$ cat config.mk
export PLATFORM = sky130hd
export DESIGN_NAME = tdc_mc_interval
export DESIGN_NICKNAME = d
export VERILOG_FILES = /design/src/rtl/tdc_mc_interval.sv
export SDC_FILE = /design/constraint.sdc
export NUM_CORES = 1
export LEC_CHECK = 0
export ABC_CLOCK_PERIOD_IN_PS = 7500
export CAP_MARGIN = 10
export CORE_AREA = 5 5 370 372
export DETAILED_ROUTE_END_ITERATION = 10
export DIE_AREA = 0 0 375 377
export PLACE_DENSITY = 0.43
export SYNTH_ARGS = -nofsm -noshare
export SYNTH_HDL_FRONTEND = slang
export SYNTH_SLANG_ARGS = --single-unit
export TNS_END_PERCENT = 50
$ cat constraint.sdc
create_clock -name clk_100m -period 7.5 [get_ports clk_100m]
set_input_delay 1.5 -clock clk_100m [delete_from_list [all_inputs] [get_ports clk_100m]]
set_output_delay 1.5 -clock clk_100m [all_outputs]
set_load 0.01 [all_outputs]
$ cat src/rtl/tdc_mc_interval.sv
// tdc_mc_interval: multi-channel coarse time-interval digitiser.
//
// Each of NCH asynchronous inputs is synchronised and turned into a one-cycle
// rising-edge pulse. Intervals are measured in clk_100m cycles, either between
// consecutive edges of one channel (mode=0) or from the latest channel-0 edge
// to the first following edge of each other channel (mode=1). Results pass
// through a one-entry pending register per channel and a round-robin arbiter
// into a first-word-fall-through FIFO that feeds a valid/ready stream.
//
// Ports:
//   clk_100m    system clock
//   rst_n       asynchronous active-low reset
//   signal_in   NCH asynchronous measured inputs
//   enable      measurement enable; low disarms all channels and holds the timestamp
//   mode        0 = period per channel, 1 = start-stop; sampled on enable rising
//   m_valid     result available
//   m_ready     consumer accepts the current result
//   m_interval  interval in cycles
//   m_chan      source channel of the result
//   m_sat       interval saturated (always 0 unless TDC_SAT_EN)
//   fifo_full   result FIFO holds DEPTH entries
//   drop_cnt    results lost to an occupied pending register, saturating
//
// Build option: define TDC_SAT_EN to replace the shared wrapping timestamp with
// a saturating age counter per channel; intervals of 2^CNT_W-1 cycles or more
// then report all-ones with m_sat=1.

module tdc_mc_interval #(
  parameter int  NCH         = 4,
  parameter int  CNT_W       = 24,
  parameter int  DEPTH       = 16,
  parameter int  SYNC_STAGES = 2,
  localparam int CH_W        = $clog2(NCH)
) (
  input  logic             clk_100m,
  input  logic             rst_n,
  input  logic [NCH-1:0]   signal_in,
  input  logic             enable,
  input  logic             mode,
  output logic             m_valid,
  input  logic             m_ready,
  output logic [CNT_W-1:0] m_interval,
  output logic [CH_W-1:0]  m_chan,
  output logic             m_sat,
  output logic             fifo_full,
  output logic [15:0]      drop_cnt
);

  localparam int AW = $clog2(DEPTH);

  // synchronisers and edge detection
  logic [SYNC_STAGES-1:0] sync_q [NCH];
  logic [NCH-1:0]         prev_q;
  logic [NCH-1:0]         edge_p;

  always_ff @(posedge clk_100m or negedge rst_n) begin
    if (!rst_n) begin
      for (int i = 0; i < NCH; i++) sync_q[i] <= '0;
      prev_q <= '0;
    end else begin
      for (int i = 0; i < NCH; i++) begin
        sync_q[i] <= {sync_q[i][SYNC_STAGES-2:0], signal_in[i]};
        prev_q[i] <= sync_q[i][SYNC_STAGES-1];
      end
    end
  end

  always_comb begin
    for (int i = 0; i < NCH; i++) edge_p[i] = sync_q[i][SYNC_STAGES-1] & ~prev_q[i];
  end

  // mode is captured on the enable rising edge and applies from that cycle on
  logic en_q, mode_q, mode_eff;
  assign mode_eff = (enable && !en_q) ? mode : mode_q;

  always_ff @(posedge clk_100m or negedge rst_n) begin
    if (!rst_n) begin
      en_q   <= 1'b0;
      mode_q <= 1'b0;
    end else begin
      en_q <= enable;
      if (enable && !en_q) mode_q <= mode;
    end
  end

  // ref_load: this channel's reference is replaced this cycle.
  // res_v: this channel produces a result this cycle. A stop edge coinciding
  // with a start edge still measures against the old start because res_v reads
  // the registered reference before ref_load overwrites it.
  logic [NCH-1:0] armed_q, done_q, ref_load, res_v;

  always_comb begin
    for (int i = 0; i < NCH; i++) begin
      ref_load[i] = 1'b0;
      res_v[i]    = 1'b0;
      if (enable) begin
        if (mode_eff) begin
          if (i != 0) begin
            ref_load[i] = edge_p[0];
            res_v[i]    = edge_p[i] & armed_q[i] & ~done_q[i];
          end
        end else begin
          ref_load[i] = edge_p[i];
          res_v[i]    = edge_p[i] & armed_q[i];
        end
      end
    end
  end

  always_ff @(posedge clk_100m or negedge rst_n) begin
    if (!rst_n) begin
      armed_q <= '0;
      done_q  <= '0;
    end else if (!enable) begin
      armed_q <= '0;
      done_q  <= '0;
    end else begin
      armed_q <= armed_q | ref_load;
      done_q  <= (done_q | res_v) & ~ref_load;
    end
  end

  logic [CNT_W-1:0] cur_int [NCH];
  logic [NCH-1:0]   cur_sat;

`ifdef TDC_SAT_EN
  // age = cycles since the reference edge; loading 1 makes age equal the
  // edge-to-edge difference on the cycle of the next edge
  logic [CNT_W-1:0] age_q [NCH];

  always_ff @(posedge clk_100m or negedge rst_n) begin
    if (!rst_n) begin
      for (int i = 0; i < NCH; i++) age_q[i] <= '0;
    end else begin
      for (int i = 0; i < NCH; i++) begin
        if (ref_load[i])      age_q[i] <= CNT_W'(1);
        else if (!(&age_q[i])) age_q[i] <= age_q[i] + 1'b1;
      end
    end
  end

  always_comb begin
    for (int i = 0; i < NCH; i++) begin
      cur_int[i] = age_q[i];
      cur_sat[i] = &age_q[i];
    end
  end
`else
  logic [CNT_W-1:0] ts_q;
  logic [CNT_W-1:0] ref_q [NCH];

  always_ff @(posedge clk_100m or negedge rst_n) begin
    if (!rst_n) begin
      ts_q <= '0;
      for (int i = 0; i < NCH; i++) ref_q[i] <= '0;
    end else begin
      ts_q <= enable ? ts_q + 1'b1 : '0;
      for (int i = 0; i < NCH; i++) if (ref_load[i]) ref_q[i] <= ts_q;
    end
  end

  always_comb begin
    for (int i = 0; i < NCH; i++) begin
      cur_int[i] = ts_q - ref_q[i];
      cur_sat[i] = 1'b0;
    end
  end
`endif

  // pending registers and round-robin arbiter
  logic [NCH-1:0]   pend_v, pend_sat, grant_oh;
  logic [CNT_W-1:0] pend_int [NCH];
  logic [CH_W-1:0]  rr_q, grant_idx, lo_idx, hi_idx;
  logic             lo_any, hi_any, push, pop, full_q;
  logic [CNT_W-1:0] push_int;
  logic             push_sat;
  logic [4:0]       ndrop;
  logic [16:0]      drop_sum;

  // lowest pending index at/after the pointer wins, else lowest overall
  always_comb begin
    lo_any = 1'b0;
    hi_any = 1'b0;
    lo_idx = '0;
    hi_idx = '0;
    for (int i = NCH-1; i >= 0; i--) begin
      if (pend_v[i]) begin
        lo_any = 1'b1;
        lo_idx = CH_W'(i);
        if (CH_W'(i) >= rr_q) begin
          hi_any = 1'b1;
          hi_idx = CH_W'(i);
        end
      end
    end
    grant_idx = hi_any ? hi_idx : lo_idx;
    push      = lo_any & ~full_q;
    push_int  = '0;
    push_sat  = 1'b0;
    ndrop     = '0;
    for (int i = 0; i < NCH; i++) begin
      grant_oh[i] = push && (grant_idx == CH_W'(i));
      if (grant_idx == CH_W'(i)) begin
        push_int = pend_int[i];
        push_sat = pend_sat[i];
      end
    end
    // a pending entry leaving this cycle frees its slot for a same-cycle result
    for (int i = 0; i < NCH; i++) ndrop = ndrop + 5'(res_v[i] & pend_v[i] & ~grant_oh[i]);
    drop_sum = {1'b0, drop_cnt} + {12'd0, ndrop};
  end

  always_ff @(posedge clk_100m or negedge rst_n) begin
    if (!rst_n) begin
      pend_v   <= '0;
      pend_sat <= '0;
      for (int i = 0; i < NCH; i++) pend_int[i] <= '0;
      rr_q     <= '0;
      drop_cnt <= '0;
    end else begin
      for (int i = 0; i < NCH; i++) begin
        if (res_v[i] && (!pend_v[i] || grant_oh[i])) begin
          pend_v[i]   <= 1'b1;
          pend_int[i] <= cur_int[i];
          pend_sat[i] <= cur_sat[i];
        end else if (grant_oh[i]) begin
          pend_v[i] <= 1'b0;
        end
      end
      if (push) rr_q <= (grant_idx == CH_W'(NCH-1)) ? '0 : grant_idx + 1'b1;
      drop_cnt <= drop_sum[16] ? 16'hFFFF : drop_sum[15:0];
    end
  end

  // result FIFO, first-word-fall-through
  logic [CNT_W-1:0] mem_int  [DEPTH];
  logic [CH_W-1:0]  mem_chan [DEPTH];
  logic [DEPTH-1:0] mem_sat;
  logic [AW-1:0]    wr_q, rd_q;
  logic [AW:0]      cnt_q, cnt_nxt;

  assign m_valid = (cnt_q != '0);
  assign pop     = m_valid & m_ready;

  always_comb begin
    cnt_nxt = cnt_q;
    if (push && !pop)      cnt_nxt = cnt_q + 1'b1;
    else if (!push && pop) cnt_nxt = cnt_q - 1'b1;
  end

  always_ff @(posedge clk_100m) begin
    if (push) begin
      mem_int[wr_q]  <= push_int;
      mem_chan[wr_q] <= grant_idx;
      mem_sat[wr_q]  <= push_sat;
    end
  end

  always_ff @(posedge clk_100m or negedge rst_n) begin
    if (!rst_n) begin
      wr_q   <= '0;
      rd_q   <= '0;
      cnt_q  <= '0;
      full_q <= 1'b0;
    end else begin
      if (push) wr_q <= wr_q + 1'b1;
      if (pop)  rd_q <= rd_q + 1'b1;
      cnt_q  <= cnt_nxt;
      full_q <= (cnt_nxt == (AW+1)'(DEPTH));
    end
  end

  // storage is not reset, so outputs are forced to zero while empty
  assign m_interval = m_valid ? mem_int[rd_q]  : '0;
  assign m_chan     = m_valid ? mem_chan[rd_q] : '0;
  assign m_sat      = m_valid & mem_sat[rd_q];
  assign fifo_full  = full_q;

endmodule

==> flow_summary.yaml, run 1 <==
yosys:
  synth_seq_cells: 705
  syn_area_per_cell_um2: 13.3
  synth-edff-count: 432
  synthCells: 2484
  yosys-top-cells-count: "edfxtp_1, dfrtp_1, nand2_1, a21oi_1, o21ai_0"
  yosysUniqueCellTypes: 71
  synth_top_area_frac: 0.394
  netlist_top_cells_area: "edfxtp_1, dfrtp_1, mux4_2, ha_1, nand2_1"
  synth.most_common_cell: "edfxtp_1"
  syn_area_um2: 32900
  yosysTopAreaCell: "edfxtp_1"
  synth_seq_area_share: 0.601
  synth-main-ff-cell: "edfxtp_1"
  synth_nets: 2608
  yosys_warnings: 0
  synth-async-reset-ratio: 0.387
pwr:
  p_sw_frac: 0.328
  leakagePower_nw: 14.9
  fin_total_pwr_mw: 14.4
  pwr_density_cell_nw_per_um2: 374
  ir_drop_v: 0.000316
  switchingPower_mw: 4.73
  p_clk_frac: 0.276
  p_seq_frac: 0.400
  power.share.combinational: 0.324
  power.internal_mw: 9.69
sta:
  fin_crit_ns: 5.54
  setup_slack_ns: 1.96
  slew_headroom: 0.214
  tns_ns: 0
  maxSlewViolCount: 0
  fin_crit_sh: 0.739
  finalHoldWorstSlack_ns: 0.346
  worst_clock_skew_ns: 0.0302
  rsz0062_at_grt: "no"
  timing.fmax_mhz: 180
  worstMarginPinSlew_ns: 1.17
  finalSetupViolCount: 0
  hold_violations: 0
setup_path:
  worst_setup_path_start_kind: "input port"
  cp.depth: 18
  cp_max_fo: 42
  critPathMostFrequentCell: "inv_1"
  cp-startpoint: "enable"
  endpoint_kind: "flop"
  path_delay_family: "simple AND/OR/NAND/NOR gates"
  reg2reg_depth: 21
  worstPathRequired_ns: 8.05
  critPathMaxStageDelay_ns: 0.53
  cpMaxStageDelayCell: "fa_1"
  path_class: "input port to flop"
  crit_buf_inv: 5
  crit_chain: "clkdlybuf4s50_1, buf_4, and3_2, nand2_1, or2_2, fa_1, inv_1, ha_1, ha_1, inv_1, fa_1, inv_1, a21o_1, and4_1, nand2_1, nor2_1, nand4_1, a21oi_1"
  reg2reg_from: "rr_q[1]"
  worstPathArrival_ns: 6.10
drt:
  via_count: 19700
  drc: 0
  routed_wl_um: 82000
  first_pass_iters: 5
  ant_nets: 0
  via_per_inst: 4.49
  drt_iter0_markers: 1367
  wl_per_cell_um: 18.6
die:
  start_util: 0.248
  coreArea_um2: 133000
  die-area_um2: 141000
  rows: 134
  fp.dieW_um: 375
  io_pins: 54
  fp.dieH_um: 377
cts:
  clockRootBuffer: "clkbuf_16"
  cts_buffer_depth: 3
  cts_resized: 0
  ctsHoldBuffers: 0
  cts_setup_buffers: 0
  cts_inserted_buffers: 82
  clock_sinks: 705
  clk_pin_slew_worst_paths_ns: 0.05
  cts_tree: "yes"
  clock_latency_ns: 0.66
  h-tree-depth: 3
placement:
  place_ws_ns: 1.25
  gp_congestion: 0.811
  numPortBuffers: 53
  dpl.hpwl_um: 51200
  dp.cells: 4246
finish:
  nets: 2690
  final_cell_count_no_fill: 4398
  drive_gt1_frac: 0.161
  areaGrowthSynthToFinish_pct: 17.1
worst_hold_path:
  min_path_cells: 0
  hold_path_class: "flop to flop"
  worstHoldStart: "sync_q[6]"
run:
  maxCapViolations: 0
global_route:
  grt_max_degree: 141
  grt_pass1_vias: 20800
  gr-total-overflow: 0
  grt_pass1_wl_um: 128000
  antenna_found_initial: 1
  grt_usage: 0.115
outcome:
  status: "finished clean"
==> cells by family after synthesis <==
| family | synth area share |
|---|---|
| fa+ha+maj | 0.0450 |
| xor+xnor | 0.0306 |
| compound gates | 0.0925 |
| simple gates | 0.0834 |
| mux | 0.118 |
| buf+inv | 0.0294 |
| flops | 0.601 |
==> worst reg2reg max path, delay by kind of cell, from the launching register on <==
kind / cells / cell delay (ns)
AO/OA/AOI/OAI: 4 / 0.87
AND/OR/NAND/NOR: 5 / 1.39
adder cells (fa/ha/maj): 5 / 1.88
flip-flops: 1 / 0.44
multiplexers: 1 / 0.17
buffers and inverters: 6 / 0.68
==> power groups by stage <==
| stage | clock network (mW) | logic (mW) | registers (mW) |
|---|---|---|---|
| CTS | 4.12 | 4.79 | 5.78 |
| floorplan | 0 | 3.01 | 5.61 |
| detailed placement | 0 | 4.78 | 5.86 |
| global placement | 0 | 4.68 | 5.82 |
| global route | 4.27 | 5.15 | 5.85 |
| finish | 3.98 | 4.67 | 5.76 |
==> sequential cells by signal, summed over array words and instances (netlist names) <==
name	count
ts_q	24
mode_q	1
wr_q	4
en_q	1
done_q	3
sync_q	8
mem_sat	16
fifo_full	1
rd_q	4
rr_q	2
ref_q	96
drop_cnt	16
armed_q	4
cnt_q	5
mem_int	384
mem_chan	32
pend_v	4
pend_int	96
prev_q	4
==> layout by cell type, fill, tap and decap left out, types with 23 or more instances in the layout <==
cell and instances:
a21boi_0 23, a21o_1 47, a21oi_1 143, and2_1 55, and3_1 35, buf_4 57
clkbuf_16 82, clkdlybuf4s50_1 52, dfrtp_1 269, edfxtp_1 432, ha_1 107, inv_1 131
mux2_2 71, mux4_2 135, nand2_1 247, nand2b_1 34, nand3_1 30, nor2_1 77
o21ai_0 129, o21ai_1 67, xnor2_1 69, xor2_1 46
==> final timing paths <==
path,to,slack (ns)
setup / recovery,drop_cnt[13],1.96
hold / removal,sync_q[7],0.35
setup reg to reg,drop_cnt[13],1.97
hold reg to reg,sync_q[7],0.35
max in group asynchronous,rd_q[1],5.31
min in group asynchronous,ref_q[93],0.81
==> routing by layer <==
metal	track usage	vias up	share of wire
li1	-	9332	-
met1	0.152	10000	0.46
met2	0.200	275	0.49
met3	0.0180	98	0.032
met4	0.0283	0	0.018
met5	0	-	0
==> per-stage QoR <==
step                 util  area [um^2]
floorplan               -        32900
global placement    0.270        35800
detailed placement  0.270        35800
CTS                 0.290        38500
global route        0.290        38600
finish              0.290        38600
==> area by class of cell <==
| cell class | instances | area, um^2 |
|---|---|---|
| Fill cell | 13300 | 94400 |
| Sequential cell | 705 | 19800 |
| Multi-Input combinational cell | 1530 | 12300 |
| Clock buffer | 114 | 2290 |
| Tap cell | 1768 | 2210 |
| Timing Repair Buffer | 115 | 1050 |
| Inverter | 132 | 495 |
| Clock inverter | 33 | 418 |
| Antenna cell | 1 | 2.50 |
Note: power is estimated with default switching activity, not from simulation.
==> run 2: changes to the inputs <==
--- a/config.mk
+++ b/config.mk
@@ -5,12 +5,12 @@
 export SDC_FILE = /design/constraint.sdc
 export NUM_CORES = 1
 export LEC_CHECK = 0
-export ABC_CLOCK_PERIOD_IN_PS = 7500
+export ABC_CLOCK_PERIOD_IN_PS = 5050
 export CAP_MARGIN = 10
 export CORE_AREA = 5 5 370 372
 export DETAILED_ROUTE_END_ITERATION = 10
 export DIE_AREA = 0 0 375 377
-export PLACE_DENSITY = 0.43
+export PLACE_DENSITY = 0.44
 export SYNTH_ARGS = -nofsm -noshare
 export SYNTH_HDL_FRONTEND = slang
 export SYNTH_SLANG_ARGS = --single-unit
==> constraint.sdc (replaced) <==
create_clock -name clk_100m -period 5.05 [get_ports clk_100m]
set_input_delay 1.01 -clock clk_100m [delete_from_list [all_inputs] [get_ports clk_100m]]
set_output_delay 1.01 -clock clk_100m [all_outputs]
set_load 0.01 [all_outputs]
==> flow_summary.yaml, run 2 (same netlist as run 1, synthesis figures left out) <==
finish:
  drive_gt1_frac: 0.172
  final_cell_area_um2: 38800
  regMostFlops: "mem_int"
  areaGrowthSynthToFinish_pct: 17.8
  largest_reg_flops: 384
  utilization: 0.292
  nets: 2719
  mostFrequentLayoutCell: "edfxtp_1"
  final_cell_mix: "edfxtp_1, dfrtp_1, nand2_1"
  nFillCells: 13500
  reg.largest.list: "mem_int (384), pend_int (96), ref_q (96)"
  final_cell_count_no_fill: 4427
global_route:
  antenna_found_initial: 0
  gr-total-overflow: 0
  grt_pass1_wl_um: 125000
  grt_usage: 0.113
  grt_pass1_vias: 20300
  grt_max_degree: 85
sta:
  rsz0062_at_grt: "no"
  fin_crit_ns: 4.55
  fin_crit_sh: 0.901
  tns_ns: 0
  maxSlewViolCount: 0
  finalSetupViolCount: 0
  slew_headroom: 0.349
  hold_violations: 0
  worst_clock_skew_ns: 0.0182
  finalHoldWorstSlack_ns: 0.347
  worstMarginPinSlew_ns: 0.974
  timing.fmax_mhz: 220
die:
  start_util: 0.248
  coreArea_um2: 133000
  fp.dieH_um: 377
  rows: 134
  fp.dieW_um: 375
  die-area_um2: 141000
  io_pins: 54
cts:
  clock_latency_ns: 0.63
  ctsHoldBuffers: 0
  cts_setup_buffers: 0
  cts_inserted_buffers: 80
  clockRootBuffer: "clkbuf_16"
  cts_buffer_depth: 3
  h-tree-depth: 3
  cts_tree: "yes"
  clock_sinks: 705
  clk_pin_slew_worst_paths_ns: 0.06
  cts_resized: 0
placement:
  dpl.hpwl_um: 52600
  numPortBuffers: 53
  gp_congestion: 0.765
  post_dp_cell_area_um2: 36200
  dp.cells: 4281
drt:
  drt_iter0_markers: 1140
  via_per_inst: 4.39
  ant_nets: 0
  wl_per_cell_um: 18.1
  drc: 0
  routed_wl_um: 80200
  via_count: 19500
  first_pass_iters: 5
worst_hold_path:
  hold_path_class: "flop to flop"
pwr:
  ir_drop_v: 0.000255
  leakagePower_nw: 15.1
  pwr_density_cell_nw_per_um2: 553
setup_path:
  worstPathArrival_ns: 3.54
  worstPathRequired_ns: 4.04
  path_class: "flop to primary output"
  cp_max_fo: 27
  endpoint_kind: "primary output"
  worst_setup_path_start_kind: "flop"
outcome:
  status: "finished clean"
run:
  maxCapViolations: 0
run 2: critical path, stage by stage, from the launching register on:
cell and delay (ns):
dfrtp_4 0.80, buf_4 0.34, mux4_2 0.52, mux4_2 0.46, and2_1 0.23, clkdlybuf4s50_1 0.52
run 2: through the flow:
step | power (mW) | setup WS, ns
final | 21.5 | 0.498
after global routing | 22.8 | 0.111
after CTS | 22.0 | 0.339
after detailed placement | 16.0 | 0.00923
after global placement | 15.9 | 0.0518
after floorplan | 12.8 | 0.261
run 2: layout make-up:
cell class / instances / area (um^2) / share of cell area
antenna: 1 / 2.50 / 0.0000645
clock buffer: 104 / 2190 / 0.0565
clock inverter: 41 / 459 / 0.0118
inverter: 132 / 495 / 0.0128
multi-input combinational: 1530 / 12300 / 0.317
sequential: 705 / 19800 / 0.510
tap: 1768 / 2210 / 0.0570
timing repair buffer: 146 / 1330 / 0.0344
run 2: power by group:
part / switching (mW) / leakage, nW / internal (mW) / total, mW
Clock: 2.39 / 1.30 / 3.49 / 5.87
Sequential: 0.575 / 7.64 / 7.93 / 8.51
Combinational: 4.00 / 6.13 / 3.08 / 7.08
run 2: worst paths after layout:
check	from	end	slack, ns	depth (start not counted)
max reg2reg	rr_q[1]	drop_cnt[4]	0.53	22
min in group asynchronous	rst_n	ts_q[22]	0.36	1
max in group asynchronous	rst_n	ref_q[10]	3.67	2
max	rd_q[0]	m_chan[0]	0.50	5
min	sync_q[0]	sync_q[1]	0.35	0
min reg2reg	sync_q[0]	sync_q[1]	0.35	0
run 2: routing by layer:
layer  global-route usage  up-vias  share of wire
met1                0.155     9693           0.47
li1                     -     9414              -
met2                0.190      257           0.48
met5                    0        -              0
met3               0.0169       91          0.031
met4               0.0269        0          0.019
==> run 3: changes to the inputs <==
--- a/config.mk
+++ b/config.mk
@@ -11,6 +11,7 @@
 export DETAILED_ROUTE_END_ITERATION = 10
 export DIE_AREA = 0 0 375 377
 export PLACE_DENSITY = 0.44
+export SLEW_MARGIN = 20
 export SYNTH_ARGS = -nofsm -noshare
 export SYNTH_HDL_FRONTEND = slang
 export SYNTH_SLANG_ARGS = --single-unit
==> results of run 3 <==
The final DEF is identical to that of run 2; final timing and power are the same.
